`config.mk`:
```
export PLATFORM = sky130hd
export DESIGN_NAME = serial_adder
export DESIGN_NICKNAME = d
export VERILOG_FILES = /design/src/rtl/serial_adder_pkg.sv /design/src/rtl/fulladder.sv /design/src/rtl/serial_adder.sv
export SDC_FILE = /design/constraint.sdc
export NUM_CORES = 1
export LEC_CHECK = 0
export CELL_PAD_IN_SITES_DETAIL_PLACEMENT = 2
export CELL_PAD_IN_SITES_GLOBAL_PLACEMENT = 2
export CORE_MARGIN = 4
export CORE_UTILIZATION = 30
export DETAILED_ROUTE_END_ITERATION = 10
export PLACE_DENSITY = 0.79
export SLEW_MARGIN = 20
export SYNTH_ARGS = -nofsm -noshare
export SYNTH_HDL_FRONTEND = slang
export SYNTH_SLANG_ARGS = --single-unit
```
`constraint.sdc`:
```
create_clock -name clk -period 1.91 [get_ports clk]
set_clock_uncertainty 0.05 [all_clocks]
set_input_delay 0.4775 -clock clk [delete_from_list [all_inputs] [get_ports clk]]
set_output_delay 0.4775 -clock clk [all_outputs]
set_load 0.01 [all_outputs]
```
`src/rtl/serial_adder_pkg.sv`:
```
// Shared types and constants for the bit-serial adder.
package serial_adder_pkg;

  // Widest operand the serial adder is built for.
  localparam int unsigned SERIAL_ADDER_MAX_WIDTH = 32;

  // Sequencer states.
  typedef enum logic [1:0] {
    IDLE  = 2'd0,
    SHIFT = 2'd1,
    DONE  = 2'd2
  } state_e;

endpackage

```
`src/rtl/fulladder.sv`:
```
// Single-bit full adder cell shared with the ripple-carry datapath.
module fulladder (
  input  logic a,
  input  logic b,
  input  logic cin,
  output logic sum,
  output logic cout
);

  // Textbook sum/majority equations.
  always_comb begin
    sum  = a ^ b ^ cin;
    cout = (a & b) | (a & cin) | (b & cin);
  end

endmodule

```
`src/rtl/serial_adder.sv`:
```
// Bit-serial WIDTH-bit adder: operands and carry-in are taken over a valid/ready
// handshake, summed LSB first through one fulladder cell with the carry held in a
// flop, and the result returned over a second valid/ready handshake.
// Build option: define SERIAL_ADDER_OVF_EN to add the signed-overflow output ovf.
module serial_adder
  import serial_adder_pkg::*;
#(
  parameter int unsigned WIDTH = 8
) (
  input  logic             clk,
  input  logic             rst,
  input  logic             in_valid,
  output logic             in_ready,
  input  logic [WIDTH-1:0] a,
  input  logic [WIDTH-1:0] b,
  input  logic             cin,
  output logic             out_valid,
  input  logic             out_ready,
  output logic [WIDTH-1:0] sum,
  output logic             cout
`ifdef SERIAL_ADDER_OVF_EN
  ,
  output logic             ovf
`endif
);

  // One extra bit so WIDTH=1 still yields a legal counter.
  localparam int unsigned CNT_W = $clog2(WIDTH) + 1;

  if (WIDTH < 1 || WIDTH > SERIAL_ADDER_MAX_WIDTH) begin : g_bad_width
    $error("serial_adder: WIDTH out of range 1..32");
  end

  state_e             state;
  logic [WIDTH-1:0]   a_sh;
  logic [WIDTH-1:0]   b_sh;
  logic [WIDTH-1:0]   sum_sh;
  logic               carry;
  logic [CNT_W-1:0]   cnt;
  logic               out_valid_q;

  logic               fa_sum;
  logic               fa_cout;
  logic [WIDTH:0]     sum_ext;
  logic [WIDTH-1:0]   sum_shifted;
  logic               last_bit;

  fulladder u_fulladder (
    .a    (a_sh[0]),
    .b    (b_sh[0]),
    .cin  (carry),
    .sum  (fa_sum),
    .cout (fa_cout)
  );

  // New sum bit enters at the MSB; after WIDTH shifts bit 0 has reached the LSB.
  always_comb begin
    sum_ext     = {fa_sum, sum_sh};
    sum_shifted = sum_ext[WIDTH:1];
    last_bit    = (cnt == CNT_W'(WIDTH - 1));
  end

  // Sequencer plus operand, sum, carry and counter registers.
  always_ff @(posedge clk) begin
    if (rst) begin
      state       <= IDLE;
      a_sh        <= '0;
      b_sh        <= '0;
      sum_sh      <= '0;
      carry       <= 1'b0;
      cnt         <= '0;
      out_valid_q <= 1'b0;
    end else begin
      unique case (state)
        IDLE: begin
          if (in_valid) begin
            a_sh  <= a;
            b_sh  <= b;
            carry <= cin;
            cnt   <= '0;
            state <= SHIFT;
          end
        end
        SHIFT: begin
          a_sh   <= a_sh >> 1;
          b_sh   <= b_sh >> 1;
          sum_sh <= sum_shifted;
          carry  <= fa_cout;
          cnt    <= cnt + 1'b1;
          if (last_bit) begin
            state       <= DONE;
            out_valid_q <= 1'b1;
          end
        end
        DONE: begin
          if (out_ready) begin
            state       <= IDLE;
            out_valid_q <= 1'b0;
          end
        end
        default: state <= IDLE;
      endcase
    end
  end

`ifdef SERIAL_ADDER_OVF_EN
  // Signed overflow: carry into the MSB differs from carry out of it.
  always_ff @(posedge clk) begin
    if (rst) begin
      ovf <= 1'b0;
    end else if (state == SHIFT && last_bit) begin
      ovf <= carry ^ fa_cout;
    end
  end
`endif

  // Ready is withheld while reset is asserted even though the state is already IDLE.
  always_comb begin
    in_ready  = (state == IDLE) && !rst;
    out_valid = out_valid_q;
    sum       = sum_sh;
    cout      = carry;
  end

endmodule

```
==> reports/metrics.csv, run 1 <==
stage;metric;value;unit
hold_path;timing.hold.worst.start;sum[0]$_SDFFE_PP0N_;
route;post_drt_wl_per_cell;16.6;um
grt;global_route_wire_length_before_repair;6.75;mm
status;status;finished clean;
power_and_ir_drop;ir_drop;303;uV
timing;fin_crit_sh;97.4;%
die;placeableCoreArea;4380;sq um
timing;timing_worst_slew_pin_value;0.470;ns
die;die_width;75.6;um
grt;global_route.usage.total;15.8;%
timing;fmax;0.537;GHz
timing;final_hold_viol_count;0;
finish;antenna_cells_inserted;0;
route;drt-pass1-iter-count;4;
clock_tree;tritoncts_clock_tree;done;
route;wl;4.03;mm
synth;synthArstFlopShare;0;%
grt;grt_start_max_net_pins;33;
synth;sequential_share_of_the_synthesized_area;46.7;%
hold_path;hp-class;flop to flop;
finish;finish.utilization;41.4;%
die;dieHeight;75.6;um
synth;synthesis.area;1370;sq um
power_and_ir_drop;p_switching;0.387;mW
power_and_ir_drop;power.sequential.fraction;49.1;%
clock_tree;root_buf_cell;clkbuf_8;
clock_tree;skew_pair_late_insertion_delay;0.29;ns
synth;synth-edff-count;0;
setup_path;r2r.worst_path.cells;4;
finish;finish.net_count;212;
setup_path;cp_startpoint_kind;input pin;
synth;netlist_instances;158;
synth;synthFlopType;dfxtp_1;
timing;slew_headroom;68.6;%
timing;maxSlewViolCount;0;
synth;synth_top_family_by_area;compound AO/OA/AOI/OAI gates;
placement;dpl_worst_slack;-0.253;ns
synth;synth_nets;181;
grt;vias_in_the_first_global_route;1431;
power_and_ir_drop;power_switching_share;26.0;%
grt;grt_antenna_before_repair;0;
grt;grt-ovfl-total;0;
finish;combined_area_of_the_multi_input_logic_cells;642;sq um
timing;unrepaired_setup_endpoints_after_global_routing;no;
synth;synth-xor-area-share;0;%
synth;synth_cell_types;29;
synth;yosys-mux-area-fraction;0.730;%
clock_tree;htree_levels;2;
clock_tree;cts_inserted_buffers;5;
setup_path;worst-path-max-fanout;2;
die;design.die.area;5720;sq um
synth;ys.warnings.count;0;
route;vias;1264;
flow_run;cap_violations;0;
finish;sequential_cell_area;641;sq um
setup_path;worstPathRequired;1.38;ns
finish;layout.cells.most_common;dfxtp_1;
setup_path;worst-setup-path-type;input pin to output port;
setup_path;cp_data_arrival_time;1.33;ns
clock_tree;clock_sink_count;32;
die;floorplan.initialDensity;31.3;%
setup_path;reg2reg_slack;0.39;ns
power_and_ir_drop;pwr-share-comb;14.4;%
clock_tree;cts_setup_buffers;0;
die;fp-row-count;24;
finish;layout_common_cells;dfxtp_1 (32), clkdlybuf4s50_1 (30), nor2_1 (29);
placement;place_congestion;0.712;
power_and_ir_drop;pwr_density_cell;820;nW/um^2
timing;fin_ws;0.0489;ns
finish;synthToLayoutAreaGrowth;32.4;%
clock_tree;cts-hold-fix-buffers;0;
timing;setup-violations-final;0;
clock_tree;clk_path_buf_depth;2;
die;io_pins;32;
placement;numPortBuffers;31;
synth;synth-seq-cells;32;
power_and_ir_drop;power.share.clock;36.5;%
route;antenna_left;0;
power_and_ir_drop;cell_leakage_power;0.670;nW
route;post_drt_via_cell_ratio;5.22;
synth;post_synth_and_or_nand_nor_area_fraction;18.7;%
synth;adder_cell_share_of_the_synthesized_area;2.37;%
power_and_ir_drop;cellInternalPower;1.10;mW
timing;period_needed;1.86;ns
route;drt_first_iter_violations;52;
synth;synth-compound-area-share;25.0;%
power_and_ir_drop;totalPowerFinal;1.49;mW
finish;final_layout_size_suffix_gt1_share;8.42;%
finish;final.fill_count;477;
synth;syn_area_per_cell;8.68;sq um
hold_path;holdPathStages;2;
setup_path;reg2reg_from;state[0]$_SDFFE_PP0P_;
setup_path;crit_path_end_kind;output port;
route;drc;0;
clock_tree;clk_pin_slew_worst_paths;0.07;ns
placement;detailedPlacementHpwl;2.87;mm
setup_path;crit-reg2reg-capture;cnt[3]$_SDFFE_PP0P_;
hold_path;timing.hold.worst_endpoint;sum[0]$_SDFFE_PP0N_;
## area by class of cell
| class | count | share of cell area, % |
|---|---|---|
| inverter | 2 | 0.414 |
| multi-input combinational | 111 | 35.4 |
| clock inverter | 2 | 0.551 |
| timing repair buffer | 37 | 20.3 |
| sequential | 32 | 35.3 |
| clock buffer | 6 | 4.55 |
| tap | 52 | 3.58 |
## what timing repair did
item,CTS,global route
hold endpoints to repair,0,0
gates resized for setup,1,1
endpoints found under the setup margin,1,1
pin swaps,0,0
## sequential cells by signal, summed over array words and instances (netlist names)
name	count
b_sh	8
cnt	4
out_valid	1
state	2
a_sh	8
sum	8
cout	1
## per-layer routing
| layer | vias to the layer above | part of all wire, % | global-route usage (%) |
|---|---|---|---|
| li1 | 619 | - | - |
| met5 | - | 0 | 0 |
| met4 | 0 | 1.7 | 7.57 |
| met2 | 25 | 50 | 27.6 |
| met3 | 7 | 4.6 | 3.69 |
| met1 | 613 | 43 | 18.0 |
## metrics by stage
step	cells	hold slack [ns]	instance area [sq um]	TNS [ns]
CTS	242	0.414	1810	0
global placement	234	0.396	1720	-0.226
floorplan	158	0.404	1370	0
global route	242	0.453	1820	0
finish	242	0.410	1820	0
detailed placement	234	0.405	1720	-0.253
## kinds of logic (layout without fill, tap and decap cells)
family                   count (synthesis)  in the layout
buffers and inverters                   15             47
AO/OA/AOI/OAI                           48             48
adder cells (fa/ha/maj)                  2              2
AND/OR/NAND/NOR                         60             60
multiplexers                             1              1
flip-flops                              32             32
## worst max-delay path by stage
stage | start | to | slack [ns] | cells after the start
after floorplan | rst | in_ready | 0.31 | 3
after global placement | rst | in_ready | -0.23 | 3
after detailed placement | rst | in_ready | -0.25 | 3
after CTS | rst | in_ready | 0.01 | 3
after global routing | rst | in_ready | 0.0005 | 3
final | rst | in_ready | 0.05 | 3
## power by group through the flow
stage,combinational [mW],sequential (mW),clock (mW)
after floorplan,0.125,0.742,0
after global placement,0.205,0.743,0
after detailed placement,0.217,0.747,0
after CTS,0.218,0.732,0.559
after global routing,0.238,0.735,0.589
final,0.214,0.731,0.543
## cell usage after synthesis (2+ instances only)
library cell	instances	share of area, %
buf_2	2	0.73
clkbuf_1	6	1.6
nor3_1	3	1.1
buf_4	2	1.1
nand3_1	2	0.73
or3_1	2	0.91
a211oi_1	15	8.2
dfxtp_1	32	47
nor2_1	29	7.9
nand2b_1	2	0.91
o22ai_1	6	2.7
a21oi_1	11	4.0
nand2_1	19	5.2
o2bb2ai_1	9	5.7
buf_6	3	2.5
a32oi_1	2	1.3
## critical path, stage by stage
cell	delay, ns
clkdlybuf4s50_1	0.43
nor3_1	0.16
clkdlybuf4s15_1	0.27
Note: power is estimated with default switching activity, not from simulation.
==> run 2: changes to the inputs <==
- DONT_BUFFER_PORTS: default -> 1
- PLACE_DENSITY: 0.79 -> 0.64
==> run 2 against run 1 <==
Sequential share of layout area grew 7.8 points. Critical path type is now flop to output port. Via count shrank 9.6%. Critical path depth shrank 1.
==> reports/metrics.csv, run 2 (synthesized netlist as in run 1, its figures left out) <==
stage;metric;value;unit;change
status;status;finished clean;;unchanged
finish;final.fill_count;505;;was 477
setup_path;cp_startpoint_kind;flop;;was input pin
clock_tree;cts_inserted_buffers;5;;unchanged
clock_tree;cts_setup_buffers;0;;unchanged
die;design.die.area;5720;sq um;unchanged
timing;fin_crit_sh;93.0;%;was 97.4%
die;floorplan.initialDensity;31.3;%;unchanged
timing;period_needed;1.78;ns;was 1.86 ns
setup_path;cp_data_arrival_time;1.25;ns;was 1.33 ns
timing;final_hold_viol_count;0;;unchanged
route;drt_first_iter_violations;24;;was 52
die;dieHeight;75.6;um;unchanged
finish;synthToLayoutAreaGrowth;8.30;%;was 32.4%
clock_tree;clk_path_buf_depth;2;;unchanged
grt;vias_in_the_first_global_route;1322;;was 1431
clock_tree;tritoncts_clock_tree;done;;unchanged
placement;detailedPlacementHpwl;2.65;mm;was 2.87 mm
timing;fmax;0.563;GHz;was 0.537 GHz
clock_tree;htree_levels;2;;unchanged
timing;setup-violations-final;0;;unchanged
route;drt-pass1-iter-count;2;;was 4
finish;layout.cells.most_common;dfxtp_1;;unchanged
route;drc;0;;unchanged
clock_tree;root_buf_cell;clkbuf_8;;unchanged
die;fp-row-count;24;;unchanged
clock_tree;clk_pin_slew_worst_paths;0.07;ns;about the same
finish;layout_common_cells;dfxtp_1 (32), nor2_1 (29), nand2_1 (19);;was dfxtp_1 (32), clkdlybuf4s50_1 (30), nor2_1 (29)
placement;placedCellCount;200;;was 234
timing;slew_headroom;66.6;%;was 68.6%
grt;grt_antenna_before_repair;0;;unchanged
die;io_pins;32;;unchanged
setup_path;worst-path-max-fanout;12;;was 2
setup_path;worstPathRequired;1.38;ns;about the same
die;die_width;75.6;um;unchanged
setup_path;crit_path_end_kind;output port;;unchanged
placement;post_dp_cell_area;1380;sq um;was 1720 sq um
finish;combined_area_of_the_multi_input_logic_cells;642;sq um;unchanged
power_and_ir_drop;ir_drop;366;uV;was 303 uV
timing;unrepaired_setup_endpoints_after_global_routing;no;;unchanged
die;placeableCoreArea;4380;sq um;unchanged
route;post_drt_wl_per_cell;18.0;um;was 16.6 um
power_and_ir_drop;cell_leakage_power;0.537;nW;was 0.670 nW
timing;timing_worst_slew_pin_value;0.500;ns;was 0.470 ns
finish;final_layout_size_suffix_gt1_share;7.69;%;was 8.42%
clock_tree;skew_pair_late_insertion_delay;0.29;ns;about the same
power_and_ir_drop;pwr_density_cell;1020;nW/um^2;was 820 nW/um^2
placement;numPortBuffers;0;;was 31
finish;antenna_cells_inserted;0;;unchanged
finish;final-instance-count-excl-fill;208;;was 242
grt;global_route_wire_length_before_repair;6.16;mm;was 6.75 mm
route;antenna_left;0;;unchanged
finish;finish.net_count;178;;was 212
route;post_drt_via_cell_ratio;5.50;;was 5.22
grt;grt_start_max_net_pins;34;;was 33
route;wl;3.74;mm;was 4.03 mm
grt;grt-ovfl-total;0;;unchanged
setup_path;worst-setup-path-type;flop to output port;;was input pin to output port
timing;maxSlewViolCount;0;;unchanged
hold_path;hp-class;input pin to flop;;was flop to flop
finish;sequential_cell_area;641;sq um;unchanged
clock_tree;clock_sink_count;32;;unchanged
flow_run;cap_violations;0;;unchanged
timing;timing.setup.tns;0;ns;unchanged
route;vias;1143;;was 1264
grt;global_route.usage.total;14.6;%;was 15.8%
clock_tree;cts-hold-fix-buffers;0;;unchanged
clock_tree;cts.repair.resized;0;;was 1
finish;stdcell_area;1490;sq um;was 1820 sq um
placement;place_congestion;0.742;;was 0.712
==> run 2: changes by cell type in the layout (fill, tap and decap cells not counted), sizes merged <==
| cell | change |
|---|---|
| buf | -3 |
| clkdlybuf4s50 | -30 |
| clkdlybuf4s15 | -1 |
| bufinv | +1 |
| clkinv | -1 |
==> run 2: area by class of cell <==
cell class              count  area share, %
clock buffers               6           4.89
clock inverters             2           2.36
inverters                   2          0.505
multi-input cells         111           43.2
flip-flops and latches     32           43.1
well taps                  52           4.38
repair buffers              3           1.52
==> run 2: worst paths after layout <==
check,end,slack [ns],cells past startpoint,from
max,in_ready,0.13,2,state[0]$_SDFFE_PP0P_
min,a_sh[6]$_SDFFE_PP0P_,0.21,1,rst
max reg2reg,cnt[3]$_SDFFE_PP0P_,0.46,4,state[0]$_SDFFE_PP0P_
min reg2reg,out_valid$_SDFFE_PP0P_,0.45,2,out_valid$_SDFFE_PP0P_
==> run 2: metal layers <==
| layer | GRT usage (%) | vias to the layer above | part of all wire (%) |
|---|---|---|---|
| met4 | 6.21 | 0 | 2.4 |
| met5 | 0 | - | 0 |
| met1 | 16.1 | 561 | 43 |
| met3 | 6.20 | 8 | 4.5 |
| met2 | 24.4 | 22 | 50 |
| li1 | - | 552 | - |
==> run 2: power by group <==
part	total [mW]	switching, mW	internal, mW
Sequential	0.736	0.0301	0.706
Combinational	0.130	0.0740	0.0559
Clock	0.646	0.259	0.387
Total	1.51	0.363	1.15
==> run 2: through the flow <==
step / hold slack [ns] / total power, mW / worst slack [ns] / utilization, %
finish: 0.205 / 1.51 / 0.134 / 33.9
global route: 0.184 / 1.58 / 0.0445 / 33.9
CTS: 0.191 / 1.54 / 0.110 / 33.9
detailed placement: 0.451 / 0.886 / 0.432 / 31.4
global placement: 0.433 / 0.871 / 0.471 / 31.4
floorplan: 0.404 / 0.867 / 0.308 / -
==> run 2: worst max-delay path: stages (launching register included) <==
cell and delay [ns]:
dfxtp_1 0.39, buf_4 0.21, nor3_1 0.35
